## config.mk

```make
export PLATFORM = sky130hd
export DESIGN_NAME = rsa_mod_prep
export DESIGN_NICKNAME = d
export VERILOG_FILES = /design/src/rtl/rsa_mod_prep.sv
export SDC_FILE = /design/constraint.sdc
export NUM_CORES = 2
export LEC_CHECK = 0
export CAP_MARGIN = 20
export CORE_MARGIN = 3
export CORE_UTILIZATION = 45
export DETAILED_ROUTE_END_ITERATION = 7
export PLACE_DENSITY = 0.68
export SLEW_MARGIN = 20
export SYNTH_ARGS = -nofsm -noshare
export SYNTH_HDL_FRONTEND = slang
export SYNTH_SLANG_ARGS = --single-unit
export TNS_END_PERCENT = 30
```

## constraint.sdc

```tcl
create_clock -name i_clk -period 86.6 [get_ports i_clk]
set_input_delay 17.32 -clock i_clk [delete_from_list [all_inputs] [get_ports i_clk]]
set_output_delay 17.32 -clock i_clk [all_outputs]
set_load 0.02 [all_outputs]
```

## src/rtl/rsa_mod_prep.sv

```systemverilog
// Moves an operand into the Montgomery domain: o_result = (i_a * 2^SHIFT) mod i_n.
// Works by iterative modular doubling, one bit per clock, with a start/finish handshake.
module rsa_mod_prep #(
    parameter int W     = 256,
    parameter int SHIFT = 256,
    parameter int CW    = 9
) (
    input  logic         i_clk,
    input  logic         i_rst,
    input  logic         i_start,
    input  logic [W-1:0] i_n,
    input  logic [W-1:0] i_a,
    output logic [W-1:0] o_result,
    output logic         o_finish,
    output logic         o_busy
);

    typedef enum logic [1:0] {S_IDLE, S_PREP, S_LOOP, S_DONE} state_t;

    localparam logic [CW-1:0] LAST = CW'(SHIFT - 1);

    state_t         state_q;
    logic [CW-1:0]  cnt_q;
    logic [W-1:0]   t_q;
    logic [W-1:0]   n_q;
    logic [W-1:0]   result_q;
    logic           finish_q;
    logic           busy_q;

    logic           dbl_ge;
    logic [W-1:0]   step_d;
    logic [W-1:0]   pre_d;

    // The compare needs W+1 bits, but the subtract can wrap at W bits because
    // its true result is below n_q and so fits.
    assign dbl_ge = {t_q, 1'b0} >= {1'b0, n_q};
    assign step_d = dbl_ge ? ((t_q << 1) - n_q) : (t_q << 1);
    assign pre_d  = (t_q >= n_q) ? (t_q - n_q) : t_q;

    always_ff @(posedge i_clk or posedge i_rst) begin
        if (i_rst) begin
            state_q  <= S_IDLE;
            cnt_q    <= '0;
            t_q      <= '0;
            n_q      <= '0;
            result_q <= '0;
            finish_q <= 1'b0;
            busy_q   <= 1'b0;
        end else begin
            case (state_q)
                S_IDLE: begin
                    if (i_start) begin
                        t_q     <= i_a;
                        n_q     <= i_n;
                        busy_q  <= 1'b1;
                        state_q <= S_PREP;
                    end
                end
                S_PREP: begin
                    // Operand may be up to 2n-1; one subtract restores t < n.
                    t_q     <= pre_d;
                    cnt_q   <= '0;
                    state_q <= S_LOOP;
                end
                S_LOOP: begin
                    t_q   <= step_d;
                    cnt_q <= cnt_q + 1'b1;
                    if (cnt_q == LAST) begin
                        result_q <= step_d;
                        finish_q <= 1'b1;
                        state_q  <= S_DONE;
                    end
                end
                S_DONE: begin
                    finish_q <= 1'b0;
                    busy_q   <= 1'b0;
                    state_q  <= S_IDLE;
                end
                default: state_q <= S_IDLE;
            endcase
        end
    end

    assign o_result = result_q;
    assign o_finish = finish_q;
    assign o_busy   = busy_q;

endmodule
```

Word-level counts from Yosys, hierarchy flattened
Cells that the tools add are included.
{"block": "word_totals", "ff_bits": 781, "elab_cells": 42, "inputBits": 515, "out_inout_bits": 258}
{"block": "classes", "mux": 12, "eq_ne": 7, "magnitude_cmp": 2, "addsub": 3, "reduce_logical": 11}
{"op": "two-way mux 256 bit", "n": 3}
{"op": "one-hot mux 256 bit (3 select lines)", "n": 1}
{"op": "subtractor 256 bit", "n": 2}
{"op": ">= comparator 257 x 256 -> 1 bit", "n": 1}
{"op": ">= comparator 256 bit", "n": 1}
{"op": "one-hot mux 9 bit (2 select lines)", "n": 1}
{"op": "AND reduction 2 bit", "n": 5}
{"op": "adder 9 x 1 -> 9 bit (second input constant)", "n": 1}
{"op": "== test 9 x 8 -> 1 bit (second input constant)", "n": 1}
{"op": "one-hot mux 2 bit (4 select lines)", "n": 1}
{"op": "inequality test 2 bit (second input constant)", "n": 3}
{"op": "nonzero test 2 bit", "n": 3}
{"op": "== test 2 bit (second input constant)", "n": 2}
{"op": "two-way mux 2 bit", "n": 2}
{"op": "one-hot mux 1 bit (2 select lines)", "n": 2}
{"op": "AND reduction 3 bit", "n": 1}
{"op": "nonzero test 3 bit", "n": 1}
{"op": "== test 2 x 1 -> 1 bit (second input constant)", "n": 1}
{"op": "logical NOT 2 bit", "n": 1}
{"op": "two-way mux 1 bit", "n": 2}

Logic depth before layout (Yosys ltp)
{"block": "depth", "depth_word": 3, "mapped_depth": 25, "mapped_depth_nobuf": 22}

Least setup slack after synthesis
No wires, ideal clock.
{"block": "synth_path", "path_kind": "input port to flip-flop", "start": "input port i_start", "end": "register t_q[251]", "setup_time_ns": 0.151, "slack_ns": 67.288, "t_arrival_ns": 19.160, "path_stages": 9, "path_buffers": 3, "required_time_ns": 86.449, "cell_sequence": "nor2b_1 -> nor3_1 -> nand2_1 -> or3_1 -> o21ai_0 -> clkbuf_1 -> clkbuf_1 -> clkbuf_1 -> a41oi_1"}
{"block": "synth_between", "elab_chain_len": 2}
{"element": "start: declaration", "line": "10", "text": "input logic i_start,"}
{"element": "inequality test 2 bit (no line)"}
{"element": "AND reduction 3 bit (no line)"}
{"element": "end signal: assignment", "line": "53", "text": "t_q <= i_a;"}
{"element": "end signal: assignment", "line": "61", "text": "t_q <= pre_d;"}
{"element": "end signal: assignment", "line": "66", "text": "t_q <= step_d;"}
{"element": "end: declaration", "line": "24", "text": "logic [W-1:0] t_q;"}
No other way between the ends.
A chain may end at the register's enable or synchronous reset.

Worst setup path in the final report
{"block": "layout_path", "start": "input port i_start", "end": "register t_q[205]"}
The elaborated chain is that of the path after synthesis.

==> impl_metrics.toml <==
[drt]
postRouteAntennaNets = 0
routed_wl_mm = 394
routedWlPerCell_um = 31.6
drc = 0
drt_first_pass_iters = 8
detail_route.vias_per_cell = 6.74
drtIter0Drc = 12936
dr_total_vias = 84234

[sta]
setup_tns_ns = 0
min_period_over_period = 0.248
period_needed_ns = 21.46
fmax_achieved_mhz = 46.6
finClkSkew_ns = 0.0667
worst-slew-pin-transition_ns = 1.36
timing_hold_violations_final = 0
setup_viol = 0
final.hold.worst_slack_ns = 0.476
fin_ws_ns = 65.14
rsz0062_at_grt = "false"
relSlewSlack = 0.0870
slew_violations = 0

[yosys]
synth.yosys.warnings = 0
synth_top_family_by_area = "compound AO/OA/AOI/OAI gates"
yosys.cell_count.top_type = "sky130_fd_sc_hd__nand2_1"
synth_fa_ha_area_frac = 0.0885
number_of_synthesized_flops_with_an_enable_pin = 0
netlist_top_cells_area = "sky130_fd_sc_hd__dfrtp_1 27%, sky130_fd_sc_hd__ha_1 8.8%, sky130_fd_sc_hd__a21oi_1 8.0%"
synth_cell_types = 98
yosys.area.top_type = "sky130_fd_sc_hd__dfrtp_1"
ys_dominant_reg_cell = "sky130_fd_sc_hd__dfrtp_1"
post-synth-top-area-fraction = 0.265
synth_nets = 10912
avgSynthCellArea_um2 = 7.46
synthSimpleGateAreaFrac = 0.197
synth_commonest_cells = "1354 x sky130_fd_sc_hd__nand2_1, 1184 x sky130_fd_sc_hd__a21oi_1, 986 x sky130_fd_sc_hd__o21ai_0, 934 x sky130_fd_sc_hd__nor2_1, 781 x sky130_fd_sc_hd__dfrtp_1"
yosys-mux-area-fraction = 0.0644
postSynthRegisterBits = 781
synth_xor_xnor_area_share = 0.0555
synth_async_sr_flop_share = 1.00
yosysSeqAreaShare = 0.265
synth_compound_gate_area_share = 0.277
post_synthesis_cell_area_um2 = 73700
syn_inst = 9877

[clocking]
h-tree-depth = 3
cts_hold_buffers = 0
clock_latency_of_the_later_clocked_register_in_the_worst_skew_pair_ns = 0.79
cts.clk_slew.worst_paths_ns = 0.07
tritoncts_clock_tree = "yes"
clock_sink_count = 781
cts-root-buf = "sky130_fd_sc_hd__clkbuf_16"
clk_path_buf_depth = 3
number_of_buffers_added_by_the_clock_tree_synthesis_step = 93
cts.repair_timing.setup_buffer_count = 0
cts_repair_resized_insts = 0

[floorplanning]
fp.dieH_um = 411
die_w_um = 411
placementRows = 147
initial_core_util = 0.456
die-area_um2 = 169000
placeable_core_region_um2 = 162000
io-pin-count = 773

[global_routing]
number_of_antenna_violations_at_the_first_check_in_global_routing = 34
grt.overflow.total = 0
grt_pass1_wl_mm = 558
gr-usage-all-layers = 0.448
grt_pass1_vias = 78482
grt_max_degree = 139

[final_layout]
final_net_count = 11296
fraction_of_layout_cells_with_a_size_suffix_above_1 = 0.0643
syn2layout_area_growth_pct = 16.4

[place]
post_place_worst_slack_ns = 64.62
io_buffer_count = 772
globalplace.congestion = 1.13
hpwlAfterDp_mm = 321

[critical_path]
worst-endpoint-arrival_ns = 22.08
crit_path_max_fanout = 69
path_class = "in -> reg"
endpoint_kind = "flop"
worst_ep_required_time_ns = 87.22
startpoint_type_of_the_worst_setup_path = "input port"

[flow_run]
cap_violations = 0

[hold_path]
holdCritPathClass = "reg -> reg"

[status]
status = "complete, no violations"
## sequential cells by signal, indices dropped and copies added (netlist names)
signal and flops:
n_q 256, o_result 256, state_q 2, cnt_q 9, o_busy 1, t_q 256, o_finish 1
## metal layers
metal / up-vias / wire, µm / part of all wire / track usage
li1: 36415 / - / - / -
met1: 40819 / 160000 / 0.41 / 0.617
met2: 5995 / 160000 / 0.41 / 0.645
met3: 987 / 51900 / 0.13 / 0.133
met4: 18 / 21600 / 0.055 / 0.195
met5: - / 122 / 0.00031 / 0
## path summary, 6_finish.rpt
kind / from / end / slack (ns) / cells past startpoint
worst min-delay path: o_result[193] / o_result[193] / 0.48 / 2
worst min register to register: o_result[193] / o_result[193] / 0.48 / 2
max in group asynchronous: i_rst / n_q[168] / 66.42 / 5
min in group asynchronous: i_rst / n_q[16] / 17.09 / 2
worst max-delay path: i_start / t_q[205] / 65.14 / 11
worst max register to register: n_q[4] / t_q[89] / 77.48 / 22
## cells in the final DEF, fill, tap and decap left out, types with 119 or more instances in the layout
master,instances
sky130_fd_sc_hd__dfrtp_1,781
sky130_fd_sc_hd__mux2_2,315
sky130_fd_sc_hd__o21ai_0,983
sky130_fd_sc_hd__inv_1,445
sky130_fd_sc_hd__a21o_1,218
sky130_fd_sc_hd__xnor2_1,300
sky130_fd_sc_hd__nand4_1,311
sky130_fd_sc_hd__xor2_1,167
sky130_fd_sc_hd__mux2i_1,119
sky130_fd_sc_hd__o21bai_1,181
sky130_fd_sc_hd__a21oi_1,1184
sky130_fd_sc_hd__ha_1,515
sky130_fd_sc_hd__clkdlybuf4s50_1,772
sky130_fd_sc_hd__a221oi_1,129
sky130_fd_sc_hd__nand2_1,1350
sky130_fd_sc_hd__nor2_1,928
sky130_fd_sc_hd__nor3_1,216
## metrics by stage
| step | area, µm² | utilization | cells |
|---|---|---|---|
| after CTS | 85800 | 0.531 | 12494 |
| after global routing | 85800 | 0.531 | 12495 |
| after global placement | 82800 | 0.512 | 12326 |
| after detailed placement | 82800 | 0.512 | 12326 |
| after floorplan | 73700 | - | 9877 |
| final | 85800 | 0.531 | 12498 |
## worst max-delay path, cell delays in order
cell                              delay, ns
sky130_fd_sc_hd__clkdlybuf4s50_1       0.57
sky130_fd_sc_hd__nor2b_1               0.19
sky130_fd_sc_hd__nor3_1                0.32
sky130_fd_sc_hd__nand2_1               0.08
sky130_fd_sc_hd__or3_1                 0.39
sky130_fd_sc_hd__o21ai_4               0.16
sky130_fd_sc_hd__buf_4                 0.77
sky130_fd_sc_hd__buf_4                 0.83
sky130_fd_sc_hd__buf_4                 0.80
sky130_fd_sc_hd__o21ai_0               0.20
sky130_fd_sc_hd__o32a_1                0.33
## final cells by class
cell class / count / area (µm²)
inverters: 450 / 1710
clock buffers: 124 / 2620
multi-input cells: 8080 / 50400
well taps: 2160 / 2700
fillers: 15534 / 75900
flip-flops and latches: 781 / 19500
repair buffers: 855 / 8380
clock inverters: 44 / 408
diodes: 4 / 10.0
## cell families (layout without fill, tap and decap cells)
| family | count (synthesis) | in the layout |
|---|---|---|
| compound gates | 3384 | 3384 |
| simple gates | 3274 | 3274 |
| buf+inv | 1016 | 1473 |
| flops | 781 | 781 |
| fa+ha+maj | 520 | 520 |
| xor+xnor | 467 | 467 |
| mux | 435 | 435 |
| other cells | 0 | 4 |
Power is not shown: default switching activity piles up to over one toggle a cycle in this logic, so the estimate is an artifact.
